===== config.mk =====
export PLATFORM = sky130hd
export DESIGN_NAME = hex_entry
export DESIGN_NICKNAME = d
export VERILOG_FILES = /design/src/rtl/hex_entry_pkg.sv /design/src/rtl/rise_edge.sv /design/src/rtl/hex_entry.sv
export SDC_FILE = /design/constraint.sdc
export NUM_CORES = 1
export LEC_CHECK = 0
export CAP_MARGIN = 40
export CORE_ASPECT_RATIO = 1.1
export CORE_MARGIN = 4
export CORE_UTILIZATION = 54
export DETAILED_ROUTE_END_ITERATION = 12
export PLACE_DENSITY = 0.85
export SLEW_MARGIN = 10
export SYNTH_ARGS = -nofsm -noshare
export SYNTH_HDL_FRONTEND = slang
export SYNTH_SLANG_ARGS = --single-unit

===== constraint.sdc =====
create_clock -name clk -period 2.9 [get_ports clk]
set_input_delay 0.58 -clock clk [delete_from_list [all_inputs] [get_ports clk]]
set_output_delay 0.58 -clock clk [all_outputs]
set_load 0.01 [all_outputs]

===== src/rtl/hex_entry_pkg.sv =====
// hex_entry_pkg: shared types and constants for the hex_entry block.
//   state_t  - controller state (EDIT: buffer editable, HOLD: word waiting on handshake)
//   NIB_W    - bits per hex digit
//   data_w() - word width for a given digit count
package hex_entry_pkg;

  typedef enum logic {
    EDIT = 1'b0,
    HOLD = 1'b1
  } state_t;

  localparam int NIB_W = 4;

  function automatic int data_w(input int digits);
    return NIB_W * digits;
  endfunction

endpackage


===== src/rtl/rise_edge.sv =====
// rise_edge: single-cycle rising-edge qualifier for a debounced strobe.
//   clk   - system clock
//   rstn  - asynchronous active-low reset (clears history)
//   din   - debounced level input
//   pulse - high for the cycle in which din is 1 and its previous sample was 0
module rise_edge (
  input  logic clk,
  input  logic rstn,
  input  logic din,
  output logic pulse
);

  logic din_q;

  always_ff @(posedge clk or negedge rstn) begin
    if (!rstn) din_q <= 1'b0;
    else       din_q <= din;
  end

  assign pulse = din & ~din_q;

endmodule


===== src/rtl/hex_entry.sv =====
// hex_entry: keypad-style hex word editor with valid/ready commit port.
//   clk        - system clock
//   rstn       - asynchronous active-low reset
//   dig_pulse  - digit key strobe, dig_code sampled on its rising edge
//   dig_code   - hex value of pressed digit
//   del_pulse  - delete-last-digit strobe
//   ent_pulse  - commit strobe
//   out_data   - committed word
//   out_valid  - committed word available
//   out_ready  - consumer accepts out_data
//   disp_data  - live edit buffer for the display driver
//   digit_cnt  - digits currently in the buffer
//   err        - one-cycle pulse when a key is rejected
//
// state | meaning
// EDIT  | keys edit the buffer; ent with a non-empty buffer commits
// HOLD  | word offered on out_*; all keys rejected until accepted
module hex_entry
  import hex_entry_pkg::*;
#(
  parameter int DIGITS = 8,
  parameter int CNT_W  = $clog2(DIGITS + 1)
) (
  input  logic                      clk,
  input  logic                      rstn,
  input  logic                      dig_pulse,
  input  logic [NIB_W-1:0]          dig_code,
  input  logic                      del_pulse,
  input  logic                      ent_pulse,
  output logic [data_w(DIGITS)-1:0] out_data,
  output logic                      out_valid,
  input  logic                      out_ready,
  output logic [data_w(DIGITS)-1:0] disp_data,
  output logic [CNT_W-1:0]          digit_cnt,
  output logic                      err
);

  localparam int               DATA_W  = data_w(DIGITS);
  localparam logic [CNT_W-1:0] MAX_CNT = CNT_W'(DIGITS);

  logic dig_ev, del_ev, ent_ev, any_ev;

  rise_edge u_dig (.clk(clk), .rstn(rstn), .din(dig_pulse), .pulse(dig_ev));
  rise_edge u_del (.clk(clk), .rstn(rstn), .din(del_pulse), .pulse(del_ev));
  rise_edge u_ent (.clk(clk), .rstn(rstn), .din(ent_pulse), .pulse(ent_ev));

  assign any_ev = dig_ev | del_ev | ent_ev;

  state_t state_q, state_d;

  logic [DATA_W-1:0] disp_q, disp_d;
  logic [DATA_W-1:0] odata_q, odata_d;
  logic              ovalid_q, ovalid_d;
  logic [CNT_W-1:0]  cnt_q, cnt_d;
  logic              err_q, err_d;

  logic nonempty, transfer;

  assign nonempty = (cnt_q != '0);
  assign transfer = ovalid_q & out_ready;

  // state register
  always_ff @(posedge clk or negedge rstn) begin
    if (!rstn) state_q <= EDIT;
    else       state_q <= state_d;
  end

  // next state
  always_comb begin
    state_d = state_q;
    case (state_q)
      EDIT:    if (ent_ev && nonempty) state_d = HOLD;
      HOLD:    if (transfer)           state_d = EDIT;
      default: state_d = EDIT;
    endcase
  end

  // next datapath/output values; ent > del > dig, lower ones drop silently
  always_comb begin
    disp_d   = disp_q;
    cnt_d    = cnt_q;
    odata_d  = odata_q;
    ovalid_d = ovalid_q;
    err_d    = 1'b0;
    case (state_q)
      EDIT: begin
        if (ent_ev) begin
          if (nonempty) begin
            odata_d  = disp_q;
            ovalid_d = 1'b1;
          end else begin
            err_d = 1'b1;
          end
        end else if (del_ev) begin
          if (nonempty) begin
            disp_d = disp_q >> NIB_W;
            cnt_d  = cnt_q - CNT_W'(1);
          end else begin
            err_d = 1'b1;
          end
        end else if (dig_ev) begin
          if (cnt_q < MAX_CNT) begin
            disp_d = {disp_q[DATA_W-NIB_W-1:0], dig_code};
            cnt_d  = cnt_q + CNT_W'(1);
          end else begin
            err_d = 1'b1;
          end
        end
      end
      HOLD: begin
        // keys are rejected even on the transfer edge
        err_d = any_ev;
        if (transfer) begin
          ovalid_d = 1'b0;
          disp_d   = '0;
          cnt_d    = '0;
        end
      end
      default: ;
    endcase
  end

  always_ff @(posedge clk or negedge rstn) begin
    if (!rstn) begin
      disp_q   <= '0;
      cnt_q    <= '0;
      odata_q  <= '0;
      ovalid_q <= 1'b0;
      err_q    <= 1'b0;
    end else begin
      disp_q   <= disp_d;
      cnt_q    <= cnt_d;
      odata_q  <= odata_d;
      ovalid_q <= ovalid_d;
      err_q    <= err_d;
    end
  end

  assign disp_data = disp_q;
  assign digit_cnt = cnt_q;
  assign out_data  = odata_q;
  assign out_valid = ovalid_q;
  assign err       = err_q;

endmodule


==> summary.md <==
| Metric | Value |
|---|---|
| Final min period | 2.148 ns |
| Max Cap Viol | 0 |
| Hold WS | 0.1702 ns |
| Maximum clock path buffer count | 2 |
| PortBufs | 79 |
| CTS sink count | 74 |
| Largest net degree at the start of global routing | 47 |
| CP endpoint kind | flip-flop |
| Die Area | 7816 um^2 |
| CTS tree | built |
| Critical path peak fanout | 19 |
| GRT Residual Overflow | 0 |
| Count of pins over their slew limit | 0 |
| FMAX | 0.4656 GHz |
| Crit-path leading delay family | buffers and inverters |
| CORE AREA | 6231 um^2 |
| Post-Synthesis Cells | 270 |
| CP max stage cell | clkdlybuf4s50_1 |
| TritonRoute pass-1 iters | 5 |
| Buf/Inv on CP | 2 |
| Synthesized net count | 282 |
| Kind of critical path | in -> reg |
| Placer Congestion | 0.7571 |
| Arrival time worst endpoint | 2.37 ns |
| Worst Max-Slew Pin Slew | 0.4364 ns |
| RSZ-0062 raised after global routing | no |
| # Post-CTS Setup Buffers | 0 |
| Die height | 92.33 um |
| Vias per cell | 5.398 |
| Clock Skew | 0.01039 ns |
| Commonest non-fill, non-tap cell in the layout | clkdlybuf4s50_1 |
| Post-synthesis sequential area ratio | 53.05% |
| Final Hold Viols | 0 |
| Detail Route Antenna Nets | 0 |
| HP Class | in -> async |
| Die width | 84.66 um |
| Peak supply drop | 0.5886 mV |
| Hold buffer count at cts | 0 |
| Vias | 2348 |
| All-Layer GR Usage | 20.72% |
| Synth area leader | dfrtp_1 |
| Nets | 362 |
| Initial antenna violation count | 0 |
| Fin crit share | 74.06% |
| Initial Utilization | 56.02% |
| Mapped Avg Cell Area | 12.93 um^2 |
| Yosys top cell area share | 53.05% |
| Drt drc | 0 |
| Final setup viols | 0 |
| I/O pins | 80 |
| Clk_lat worst skew | 0.34 ns |
| Post-Syn Area | 3491 um^2 |
| WL/cell | 16.89 um |
| Most frequent cells in the layout | clkdlybuf4s50_1, dfrtp_1, mux2i_1 |
| Number of global-route vias before repair | 2554 |
| PwrDens | 878.5 nW/um^2 |
| Worst setup SP type | primary input |
| DR iter-0 viols | 119 |
| Site Rows | 30 |
| Synthesis Warnings | 0 |
| Number of buffers created by CTS | 9 |
| Layout cell share with drive strength beyond 1 | 16.62% |
| Relative slew slack | 70.82% |
| Root Driver | clkbuf_8 |
| Area grow syn2layout | 30.25% |
| Synth top area cells | dfrtp_1, mux2i_1, mux2_4 |
| Worst path max stage delay | 0.49 ns |
| Diodes inserted | 0 |
| Status | finished, final reports clean |
| Htree depth | 3 |
| HPWL after DPL | 5079 um |
| Final wirelength | 7345 um |
| Post_cts resized | 0 |
| Crit path cell chain | clkdlybuf4s50_1 -> or2b_1 -> or3_2 -> buf_4 -> mux2_4 |
| P_leak | 2.330 nW |
| Synth unique cells | 33 |
| #FFs+latches synth | 74 |
| Clock-pin slew on the worst setup and hold paths | 0.07 ns |
| Final setup TNS | 0 ns |
| Worst Path Required | 3.12 ns |
| First-pass GRT wire length | 12880 um |
==> flip-flops by register name, indices dropped and copies added (netlist names) <==
signal / cells
u_del.din_q: 1
digit_cnt: 4
state_q: 1
disp_data: 32
out_valid: 1
u_dig.din_q: 1
u_ent.din_q: 1
out_data: 32
err: 1
==> path summary, 6_finish.rpt <==
kind	depth (start not counted)	startpoint	to	slack, ns
setup / recovery	5	ent_pulse	out_data[13]	0.75
hold / removal	1	rstn	out_data[2]	0.17
setup reg to reg	7	u_del.din_q	digit_cnt[3]	1.05
hold reg to reg	1	out_data[31]	out_data[31]	0.51
max in group asynchronous	2	rstn	disp_data[15]	2.18
min in group clk	1	out_data[31]	out_data[31]	0.51
==> routing by layer <==
metal  track usage, %  wire length [um]  up-vias
met1            27.19              3144     1180
met4            8.575               165        0
li1                 -                 -     1093
met3            2.936               297       15
met2            34.53              3738       60
met5                0                 0        -
==> report_power, final <==
part	switching (mW)	internal [mW]	total [mW]
registers	0.314	1.31	1.62
clock network	0.361	0.505	0.866
logic	0.620	0.885	1.51
total	1.29	2.70	3.99
==> cell families after synthesis <==
family / count (synthesis) / synth area share [%]
simple gates: 67 / 7.993
compound gates: 16 / 3.226
mux: 90 / 29.96
fa+ha+maj: 2 / 0.7167
xor+xnor: 2 / 0.5019
flops: 74 / 53.05
buf+inv: 19 / 4.552
==> cell usage after synthesis, drive strengths merged <==
library cell	number
or3	1
dfrtp	74
ha	2
nand2	55
inv	2
a311oi	1
xnor2	1
a21oi	1
or2b	1
o311ai	1
nor3	3
buf	13
xor2	1
mux2i	58
a31oi	2
nand3	1
nor4	1
a21boi	1
nand2b	2
o21ai	2
mux2	32
nor2b	1
clkbuf	4
o211ai	2
nor2	2
o21a	1
a21o	5
==> final cells by class <==
cell class | count | area, um^2
fillers | 466 | 1684
repair buffers | 86 | 873.3
clock inverters | 5 | 77.57
clock buffers | 11 | 141.4
well taps | 80 | 100.1
inverters | 2 | 7.507
multi-input cells | 177 | 1495
flip-flops and latches | 74 | 1852
==> stage by stage <==
step / cells / instance area [um^2] / worst slack [ns] / utilization, % / total power [mW]
floorplan: 270 / 3491 / 0.9650 / - / 2.425
global placement: 418 / 4300 / 0.4547 / 69.02 / 3.086
detailed placement: 419 / 4328 / 0.4064 / 69.46 / 3.155
CTS: 435 / 4547 / 0.7640 / 72.97 / 4.039
global route: 435 / 4547 / 0.6209 / 72.97 / 4.251
finish: 435 / 4547 / 0.7524 / 72.97 / 3.995
Power figures use the tool's default switching activity.
